===== src/rtl/cell_cache_pkg.sv =====
// Shared types and constants for the cell cache arbiter.
// FSM encoding, default geometry and stall counter width.
package cell_cache_pkg;

  typedef enum logic {
    ST_FILL = 1'b0,
    ST_FULL = 1'b1
  } state_e;

  localparam int CELL_NUM_DEF   = 1200;
  localparam int CELL_WIDTH_DEF = 768;
  localparam int STALL_CNT_W    = 16;

endpackage


===== src/rtl/cell_cache_arb_if.sv =====
// Handshake/bus bundle between cell cache arbiter and its users.
// slave = arbiter side, master = buffer/requester/RAM side.
import cell_cache_pkg::*;

interface cell_cache_arb_if #(
  parameter int CELL_NUM = CELL_NUM_DEF,
  parameter int REQ_NUM  = 2
);
  localparam int AW = $clog2(CELL_NUM);

  logic                  bwr_valid_i;
  logic                  bwr_ready_o;
  logic                  cache_wr_en_o;
  logic [AW-1:0]         cache_wr_addr_o;
  logic [REQ_NUM-1:0]    req_valid_i;
  logic [REQ_NUM*AW-1:0] req_addr_i;
  logic [REQ_NUM-1:0]    req_ready_o;
  logic                  cache_rd_en_o;
  logic [AW-1:0]         cache_rd_addr_o;
  logic [REQ_NUM-1:0]    rsp_valid_o;
  logic [REQ_NUM-1:0]    frame_release_i;
  logic                  frame_full_o;

  modport slave (
    input  bwr_valid_i,
    output bwr_ready_o,
    output cache_wr_en_o,
    output cache_wr_addr_o,
    input  req_valid_i,
    input  req_addr_i,
    output req_ready_o,
    output cache_rd_en_o,
    output cache_rd_addr_o,
    output rsp_valid_o,
    input  frame_release_i,
    output frame_full_o
  );

  modport master (
    output bwr_valid_i,
    input  bwr_ready_o,
    input  cache_wr_en_o,
    input  cache_wr_addr_o,
    output req_valid_i,
    output req_addr_i,
    input  req_ready_o,
    input  cache_rd_en_o,
    input  cache_rd_addr_o,
    input  rsp_valid_o,
    output frame_release_i,
    input  frame_full_o
  );

endinterface


===== src/rtl/cell_cache_arb_rr_arbiter.sv =====
// Combinational round-robin picker; search starts at ptr_i.
// Pointer register lives in the parent.
import cell_cache_pkg::*;

module rr_arbiter #(
  parameter int N = 2,
  parameter int W = $clog2(N)
) (
  input  logic [N-1:0] elig_i,
  input  logic [W-1:0] ptr_i,
  output logic [N-1:0] gnt_o,
  output logic [W-1:0] gnt_idx_o,
  output logic         gnt_any_o
);

  // first eligible requester at or after the pointer, wrapping
  always_comb begin
    int  j;
    logic found;
    gnt_o     = '0;
    gnt_idx_o = '0;
    found     = 1'b0;
    for (int i = 0; i < N; i++) begin
      j = int'(ptr_i) + i;
      if (j >= N) j = j - N;
      if (!found && elig_i[j]) begin
        found     = 1'b1;
        gnt_idx_o = W'(j);
        gnt_o[j]  = 1'b1;
      end
    end
    gnt_any_o = found;
  end

endmodule


===== src/rtl/cell_cache_arb.sv =====
// Cell cache sequencer: in-order fill, round-robin read sharing.
// Optional CELL_CACHE_ARB_STALL_CNT_EN adds stall_cnt_o counters.
import cell_cache_pkg::*;

module cell_cache_arb #(
  parameter int CELL_NUM    = CELL_NUM_DEF,
  parameter int REQ_NUM     = 2,
  parameter int CELL_ADDR_W = $clog2(CELL_NUM),
  parameter int REQ_W       = $clog2(REQ_NUM)
) (
  input  logic clk,
  input  logic rst,
  cell_cache_arb_if.slave bus
`ifdef CELL_CACHE_ARB_STALL_CNT_EN
  ,
  output logic [REQ_NUM*STALL_CNT_W-1:0] stall_cnt_o
`endif
);

  localparam int CW = CELL_ADDR_W + 1;

  state_e             state_q, state_d;
  logic [CW-1:0]      wr_cnt_q, wr_cnt_d;
  logic [REQ_NUM-1:0] rel_mask_q, rel_mask_d;
  logic [REQ_W-1:0]   rr_ptr_q, rr_ptr_d;
  logic [REQ_NUM-1:0] rsp_valid_q;

  logic [CELL_ADDR_W-1:0] addr [REQ_NUM];
  logic [REQ_NUM-1:0]     elig;
  logic [REQ_NUM-1:0]     gnt;
  logic [REQ_W-1:0]       gnt_idx;
  logic                   gnt_any;
  logic                   wr_en;
  logic                   frame_done;
  logic [REQ_NUM-1:0]     rel_set;

  // per-requester address slice and eligibility
  for (genvar k = 0; k < REQ_NUM; k++) begin : g_req
    logic [CW-1:0] ax;
    assign addr[k] =
      bus.req_addr_i[k*CELL_ADDR_W +: CELL_ADDR_W];
    assign ax = {1'b0, addr[k]};
    assign elig[k] = bus.req_valid_i[k]
      && (ax < CW'(CELL_NUM))
      && ((state_q == ST_FILL) ? (ax < wr_cnt_q)
                               : !rel_mask_q[k]);
  end

  rr_arbiter #(
    .N (REQ_NUM),
    .W (REQ_W)
  ) u_arb (
    .elig_i    (elig),
    .ptr_i     (rr_ptr_q),
    .gnt_o     (gnt),
    .gnt_idx_o (gnt_idx),
    .gnt_any_o (gnt_any)
  );

  assign wr_en = bus.bwr_valid_i && (state_q == ST_FILL);

  assign rel_set = rel_mask_q
    | ((state_q == ST_FULL) ? bus.frame_release_i : '0);
  assign frame_done = (state_q == ST_FULL) && (&rel_set);

  // next state: fill counting, release collection, rr pointer
  always_comb begin
    state_d    = state_q;
    wr_cnt_d   = wr_cnt_q;
    rel_mask_d = rel_mask_q;
    rr_ptr_d   = rr_ptr_q;
    if (wr_en) begin
      wr_cnt_d = wr_cnt_q + CW'(1);
      if (wr_cnt_q == CW'(CELL_NUM - 1))
        state_d = ST_FULL;
    end
    if (frame_done) begin
      state_d    = ST_FILL;
      wr_cnt_d   = '0;
      rel_mask_d = '0;
    end else if (state_q == ST_FULL) begin
      rel_mask_d = rel_set;
    end
    if (gnt_any) begin
      if (gnt_idx == REQ_W'(REQ_NUM - 1))
        rr_ptr_d = '0;
      else
        rr_ptr_d = gnt_idx + REQ_W'(1);
    end
  end

  // state registers
  always_ff @(posedge clk) begin
    if (rst) begin
      state_q     <= ST_FILL;
      wr_cnt_q    <= '0;
      rel_mask_q  <= '0;
      rr_ptr_q    <= '0;
      rsp_valid_q <= '0;
    end else begin
      state_q     <= state_d;
      wr_cnt_q    <= wr_cnt_d;
      rel_mask_q  <= rel_mask_d;
      rr_ptr_q    <= rr_ptr_d;
      rsp_valid_q <= gnt;
    end
  end

  assign bus.bwr_ready_o     = (state_q == ST_FILL);
  assign bus.cache_wr_en_o   = wr_en;
  assign bus.cache_wr_addr_o = wr_cnt_q[CELL_ADDR_W-1:0];
  assign bus.req_ready_o     = gnt;
  assign bus.cache_rd_en_o   = gnt_any;
  assign bus.cache_rd_addr_o = addr[gnt_idx];
  assign bus.rsp_valid_o     = rsp_valid_q;
  assign bus.frame_full_o    = (state_q == ST_FULL);

`ifdef CELL_CACHE_ARB_STALL_CNT_EN
  for (genvar k = 0; k < REQ_NUM; k++) begin : g_stall
    logic [STALL_CNT_W-1:0] cnt_q, cnt_d;

    // count waiting cycles, saturating, cleared per frame
    always_comb begin
      cnt_d = cnt_q;
      if (frame_done)
        cnt_d = '0;
      else if (bus.req_valid_i[k] && !gnt[k]
               && (cnt_q != '1))
        cnt_d = cnt_q + STALL_CNT_W'(1);
    end

    // stall counter register
    always_ff @(posedge clk) begin
      if (rst) cnt_q <= '0;
      else     cnt_q <= cnt_d;
    end

    assign stall_cnt_o[k*STALL_CNT_W +: STALL_CNT_W] = cnt_q;
  end
`endif

endmodule


===== src/flat_wrapper.sv =====
// flat-port wrapper written by rule: the top's interface ports become plain ports
module cell_cache_arb_flat 
#(
  parameter int CELL_NUM    = CELL_NUM_DEF,
  parameter int REQ_NUM     = 2,
  parameter int CELL_ADDR_W = $clog2(CELL_NUM),
  parameter int REQ_W       = $clog2(REQ_NUM)
)
  (clk, rst, bus_bwr_valid_i, bus_bwr_ready_o, bus_cache_wr_en_o, bus_cache_wr_addr_o, bus_req_valid_i, bus_req_addr_i, bus_req_ready_o, bus_cache_rd_en_o, bus_cache_rd_addr_o, bus_rsp_valid_o, bus_frame_release_i, bus_frame_full_o);
  cell_cache_arb_if #(.CELL_NUM(CELL_NUM), .REQ_NUM(REQ_NUM)) bus_i ();
  input  logic clk;
  input  logic rst;
  input wire logic [$bits(bus_i.bwr_valid_i)-1:0] bus_bwr_valid_i;
  output wire logic [$bits(bus_i.bwr_ready_o)-1:0] bus_bwr_ready_o;
  output wire logic [$bits(bus_i.cache_wr_en_o)-1:0] bus_cache_wr_en_o;
  output wire logic [$bits(bus_i.cache_wr_addr_o)-1:0] bus_cache_wr_addr_o;
  input wire logic [$bits(bus_i.req_valid_i)-1:0] bus_req_valid_i;
  input wire logic [$bits(bus_i.req_addr_i)-1:0] bus_req_addr_i;
  output wire logic [$bits(bus_i.req_ready_o)-1:0] bus_req_ready_o;
  output wire logic [$bits(bus_i.cache_rd_en_o)-1:0] bus_cache_rd_en_o;
  output wire logic [$bits(bus_i.cache_rd_addr_o)-1:0] bus_cache_rd_addr_o;
  output wire logic [$bits(bus_i.rsp_valid_o)-1:0] bus_rsp_valid_o;
  input wire logic [$bits(bus_i.frame_release_i)-1:0] bus_frame_release_i;
  output wire logic [$bits(bus_i.frame_full_o)-1:0] bus_frame_full_o;
  assign bus_i.bwr_valid_i = bus_bwr_valid_i;
  assign bus_bwr_ready_o = bus_i.bwr_ready_o;
  assign bus_cache_wr_en_o = bus_i.cache_wr_en_o;
  assign bus_cache_wr_addr_o = bus_i.cache_wr_addr_o;
  assign bus_i.req_valid_i = bus_req_valid_i;
  assign bus_i.req_addr_i = bus_req_addr_i;
  assign bus_req_ready_o = bus_i.req_ready_o;
  assign bus_cache_rd_en_o = bus_i.cache_rd_en_o;
  assign bus_cache_rd_addr_o = bus_i.cache_rd_addr_o;
  assign bus_rsp_valid_o = bus_i.rsp_valid_o;
  assign bus_i.frame_release_i = bus_frame_release_i;
  assign bus_frame_full_o = bus_i.frame_full_o;
  cell_cache_arb #(.CELL_NUM(CELL_NUM), .REQ_NUM(REQ_NUM), .CELL_ADDR_W(CELL_ADDR_W), .REQ_W(REQ_W)) u_core (.clk(clk), .rst(rst), .bus(bus_i));
endmodule

===== config.mk =====
export PLATFORM = sky130hd
export DESIGN_NAME = cell_cache_arb_flat
export DESIGN_NICKNAME = d
export VERILOG_FILES = /design/src/rtl/cell_cache_pkg.sv /design/src/rtl/cell_cache_arb_if.sv /design/src/rtl/cell_cache_arb_rr_arbiter.sv /design/src/rtl/cell_cache_arb.sv /design/src/flat_wrapper.sv
export SDC_FILE = /design/constraint.sdc
export NUM_CORES = 1
export LEC_CHECK = 0
export CAP_MARGIN = 10
export CORE_ASPECT_RATIO = 0.5
export CORE_UTILIZATION = 40
export DETAILED_ROUTE_END_ITERATION = 8
export GPL_TIMING_DRIVEN = 0
export PLACE_DENSITY = 0.81
export SLEW_MARGIN = 40
export SYNTH_ARGS = -nofsm -noshare
export SYNTH_HDL_FRONTEND = slang
export SYNTH_SLANG_ARGS = --single-unit

===== constraint.sdc =====
create_clock -name clk -period 7.2 [get_ports clk]
set_input_delay 1.08 -clock clk [delete_from_list [all_inputs] [get_ports clk]]
set_output_delay 1.08 -clock clk [all_outputs]
set_load 0.05 [all_outputs]

### Word level (Yosys, flattened, before mapping)

Index checks and enable logic that the tools add are counted.

* output and inout bits: 30
* flip-flop bits (word level): 18

* eq/ne operators: 1
* bitwise operators: 4
* add/subtract/negate cells: 5
* mux-type cells: 25
* reductions and logical operators: 15
* magnitude comparators: 11

Operators by type and width (count)
* >= comparator 32 x 1 -> 1 bit (second input constant): 2
* < comparator 32 x 3 -> 1 bit (second input constant): 2
* 2-to-1 mux 32 bit: 2
* 2-to-1 mux 11 bit: 3
* < comparator 11 x 12 -> 1 bit: 2
* < comparator 11 bit (second input constant): 2
* 2-to-1 mux 1 bit: 15
* adder 12 x 1 -> 12 bit (second input constant): 1
* == test 12 x 11 -> 1 bit (second input constant): 1
* logical AND 1 bit: 9
* 2-to-1 mux 2 bit: 3
* >= comparator 2 bit (second input constant): 2
* bitwise OR 2 bit: 2
* AND reduction 2 bit: 2
* logical NOT 1 bit: 3
* subtractor 1 x 2 -> 3 bit (second input constant): 1
* subtractor 2 x 2 -> 3 bit (second input constant): 1
* adder 1 x 1 -> 2 bit (second input constant): 1
* demux 1 bit (select 1 bit): 2
* >= comparator 1 x 2 -> 1 bit (second input constant): 1
* inverter 1 -> 2 bit: 1
* OR reduction 2 bit: 1
* adder 1 bit (second input constant): 1
* inverter 1 bit: 1

### Depth between registers and ports, before layout

* word-level depth: 14
* depth in mapped cells: 10

### Modules after synthesis

From an unflattened synthesis, not the netlist that was laid out.

* cells, all modules: 176
* area, all modules: 1516.5 µm²

Modules (own cells, without submodules)
* cell_cache_arb: cells an instance 171, instances 1, area each 1483.9 µm²
* rr_arbiter: cells an instance 5, instances 1, area each 32.5 µm²

### Worst setup path before layout

No wires, ideal clock.

* path kind: in2out
* from: in bus_req_addr_i[1]
* to: out bus_req_ready_o[0]
* stages: 6
* setup slack: 3.101 ns
* data arrival time: 3.019 ns
* path buffers: 0
* cells stage by stage: ha_1 or3b_1 o211ai_2 a2111oi_1 or4_4 a21oi_1

* cells in the longest elaborated chain, start to end: 10
* elaborated cells on any way between the ends: 17
* those cells by class: order compare (2); mux (10); bitwise (1); reduce/logical (4)

RTL lines
* start: declaration: line flat_wrapper.sv:18 `input wire logic [$bits(bus_i.req_addr_i)-1:0] bus_req_addr_i;`
* < comparator 11 x 12 -> 1 bit or < comparator 11 bit (tied branches): line cell_cache_arb.sv:45, cell_cache_arb.sv:44
* 2-to-1 mux 1 bit or logical AND 1 bit (tied branches): line cell_cache_arb.sv:45, cell_cache_arb.sv:44
* logical AND 1 bit (*): line cell_cache_arb.sv:45 `&& ((state_q == ST_FILL) ? (ax < wr_cnt_q)`
* 2-to-1 mux 1 bit (not written as such) (3 in series): line cell_cache_arb_rr_arbiter.sv:26 `if (!found && elig_i[j]) begin`
* 2-to-1 mux 1 bit: line cell_cache_arb_rr_arbiter.sv:26
* logical NOT 1 bit: line cell_cache_arb_rr_arbiter.sv:26
* logical AND 1 bit: line cell_cache_arb_rr_arbiter.sv:26
* 2-to-1 mux 2 bit (*): line cell_cache_arb_rr_arbiter.sv:26
* end: declaration: line flat_wrapper.sv:19 `output wire logic [$bits(bus_i.req_ready_o)-1:0] bus_req_ready_o;`

Every way passes the cells marked *; elsewhere a longest branch is shown, timed or not. The select of a mux whose other input is x is not followed.

### Worst setup path in the final report

* from: in bus_req_addr_i[12]
* to: out bus_cache_rd_addr_o[2]

* cells in the longest elaborated chain, start to end: 14
* elaborated cells on any way between the ends: 20
* those cells by class: order compare (2); mux (13); bitwise (1); reduce/logical (4)

RTL lines
* < comparator 11 x 12 -> 1 bit or < comparator 11 bit (tied branches): line cell_cache_arb.sv:45, cell_cache_arb.sv:44
* 2-to-1 mux 1 bit or logical AND 1 bit (tied branches): line cell_cache_arb.sv:45, cell_cache_arb.sv:44
* logical AND 1 bit (*): line cell_cache_arb.sv:45
* 2-to-1 mux 1 bit (not written as such) (3 in series): line cell_cache_arb_rr_arbiter.sv:26
* 2-to-1 mux 1 bit: line cell_cache_arb_rr_arbiter.sv:26
* logical NOT 1 bit: line cell_cache_arb_rr_arbiter.sv:26
* logical AND 1 bit: line cell_cache_arb_rr_arbiter.sv:26
* 2-to-1 mux 1 bit (*): line cell_cache_arb_rr_arbiter.sv:26
* inverter 1 -> 2 bit (not written as such) (*): line cell_cache_arb.sv:114 `assign bus.cache_rd_addr_o = addr[gnt_idx];`
* 2-to-1 mux 11 bit (not written as such) (*) (3 in series): line cell_cache_arb.sv:114
* end: declaration: line flat_wrapper.sv:21 `output wire logic [$bits(bus_i.cache_rd_addr_o)-1:0] bus_cache_rd_addr_o;`

Marked as above.

==> run_results.csv <==
group,metric,value,unit
run_status,status,"finished clean",
routing,wl,3900,um
placement,portBuffers,58,
flow_run,drv_cap,0,
routing,vias_per_cell,5.20,
global_route,grt_antenna_before_repair,0,
timing,maxSlewHeadroom,51.9,%
synthesis,syn_area_per_cell,8.74,um^2
timing,setup_viol,0,
routing,drtIter0Drc,38,
layout,antenna_cells,0,
clock_network,cts_setup_buffers,0,
clock_network,cts_resized,0,
placement,routabilityCongestion,0.829,
layout,syn_to_final_growth,44.8,%
clock_network,clock-sinks,18,
synthesis,async_flop_share,0,%
worst_setup_path,required,6.12,ns
global_route,grt_pass1_wl,5850,um
global_route,grt_max_degree,11,
hold_path,hp-class,"reg2reg",
timing,grt_setup_unrepaired,"no",
pwr,total_power,0.271,mW
die,num_rows,15,
timing,fin_tns_setup,0,ns
placement,hpwl,3300,um
layout,drive_gt1_share,12.7,%
die,ios,59,
worst_setup_path,crit_path_end_kind,"output pin",
die,die_y,45.7,um
timing,hold_viol_final,0,
global_route,grt_pass1_vias,1298,
timing,worst_slew_pin_slew,0.714,ns
worst_setup_path,critPathArrivalTime,4.56,ns
layout,nets,288,
clock_network,cts.clk_slew.worst_paths,0.07,ns
routing,drtAntennaViolNets,0,
worst_setup_path,critPathMaxFanout,10,
synthesis,ys_seq_elements,18,
synthesis,yosysWarnings,0,
synthesis,syn_area,0.00153,mm^2
routing,drc,0,
global_route,grt.total_usage,19.1,%
timing,fin_crit_sh,78.3,%
routing,vias,1491,
clock_network,clk_latency,0.25,ns
worst_setup_path,crit_type,"in2out",
clock_network,cts_tree,"done",
synthesis,synth_fp_nets,225,
clock_network,clk_path_buf_depth,2,
routing,post_drt_wl_per_cell,13.6,um
clock_network,htree_levels,1,
clock_network,cts_made_buffers,3,
die,fp.dieArea,0.00409,mm^2
die,core,0.00355,mm^2
worst_setup_path,startpoint_type,"primary input",
synthesis,yosysUniqueCellTypes,35,
timing,max_freq,0.177,GHz
timing,maxSlewViolCount,0,
clock_network,cts-root-buf,"clkbuf_8",
timing,finalClockSkew,0.00110,ns
synthesis,ys_seq_area_share,23.5,%
timing,period_minus_slack,5.64,ns
synthesis,yosys_most_used_dff,"dfxtp_1",
global_route,grt.overflow.total,0,
die,dieWidth,89.5,um
synthesis,synth_edf_count,0,
pwr,leakagePower,0.851,nW
routing,drt_first_pass_iters,4,
pwr,ir_worst_vdd,0.0547,mV
clock_network,cts_hold_buf,0,
pwr,p_per_area,122,mW/mm^2
die,start_util,43.1,%
synthesis,netlist_instances,175,
[synth_stat cells, types with 2 or more instances]
cell	count	area share (%)
clkbuf_1	4	0.98
nor2_1	19	4.7
a21oi_1	12	3.9
mux2_2	4	2.9
nand3_1	10	3.3
a21boi_0	2	0.98
buf_4	11	5.4
a21o_1	3	1.5
and3_1	2	0.82
nor4_1	5	2.0
inv_1	12	2.9
dfxtp_1	18	24
a2111oi_0	2	1.1
nand4_1	7	2.9
xnor2_1	10	5.7
nand2_1	4	0.98
ha_1	21	17
o21ai_0	3	0.98
mux2_4	8	7.8
nor2b_1	3	1.2
[cells by family after synthesis]
| group | synth area share, % |
|---|---|
| simple gates | 19.4 |
| compound gates | 12.8 |
| buf+inv | 10.6 |
| fa+ha+maj | 17.2 |
| flops | 23.5 |
| mux | 10.8 |
| xor+xnor | 5.72 |
[sequential cells by signal, indices dropped and copies added (netlist names)]
signal and flops:
u_core.rel_mask_q 2, u_core.bus.frame_full_o 1, u_core.rr_ptr_q 1, u_core.wr_cnt_q 12
u_core.bus.rsp_valid_o 2
[power by group]
part           leakage, nW  internal, mW  total (mW)  switching [mW]
clock               0.0216        0.0372      0.0705          0.0333
sequential           0.146         0.101       0.104         0.00245
combinational        0.684        0.0457      0.0967          0.0510
[per-layer routing]
layer  share of wire, %  wire length (um)  vias up  global-route usage (%)
li1                   -                 -      739                       -
met1                 47              1850      705                    26.5
met2                 47              1850       43                    32.4
met3                4.3               168        4                    2.90
met4               0.77                30        0                    2.86
met5                  0                 0        -                       0
[worst paths after layout]
path,from,end,slack (ns),depth (start not counted)
max,bus_req_addr_i[12],bus_cache_rd_addr_o[2],1.56,9
min,u_core.rel_mask_q[0],u_core.rel_mask_q[0],0.52,2
max reg2reg,u_core.wr_cnt_q[1],u_core.bus.rsp_valid_o[1],4.47,8
min reg2reg,u_core.rel_mask_q[0],u_core.rel_mask_q[0],0.52,2
[through the flow]
| step | util, % | instances | instance area [um^2] | worst slack, ns | hold WS, ns |
|---|---|---|---|---|---|
| 6_report | 62.5 | 287 | 2220 | 1.56 | 0.519 |
| 3_5_place_dp | 61.3 | 284 | 2170 | 1.60 | 0.503 |
| 3_3_place_gp | 61.3 | 284 | 2170 | 1.75 | 0.475 |
| 2_1_floorplan | - | 175 | 1530 | 3.10 | 0.459 |
| 4_1_cts | 62.5 | 287 | 2220 | 1.58 | 0.520 |
| 5_1_grt | 62.5 | 287 | 2220 | 1.43 | 0.548 |
[cell type report]
class	count	area, um^2
clock buffers	3	41.3
plain buffers	16	118
well taps	51	63.8
flip-flops and latches	18	360
fillers	284	1330
multi-input cells	129	1010
repair buffers	58	581
inverters	12	45.0
[worst max-delay path, stage by stage]
cell,delay [ns]
clkdlybuf4s50_1,0.42
ha_1,0.30
a2111oi_0,0.47
a2111oi_0,0.19
nor4_1,0.64
o21a_4,0.29
buf_12,0.15
mux2_4,0.30
clkdlybuf4s50_1,0.71
[placed cells by master, fill, tap and decap left out, drive strengths merged]
cell           instances
clkdlybuf4s50         58
a2111oi                3
dfxtp                 18
inv                   12
nor2b                  3
ha                    21
nand2                  4
nand4                  7
or2b                   1
xnor2                 10
and2                   1
o21ai                  4
buf                   12
and3                   2
mux2                  12
nand2b                 1
or3b                   1
a21oi                 12
o21bai                 1
or3                    1
o211ai                 1
nor4                   5
or4                    1
o21a                   1
a21boi                 2
nand3                 10
a211o                  1
clkbuf                 7
a21o                   3
nor3b                  1
o22ai                  1
nor2                  19
Power figures use the tool's default switching activity.
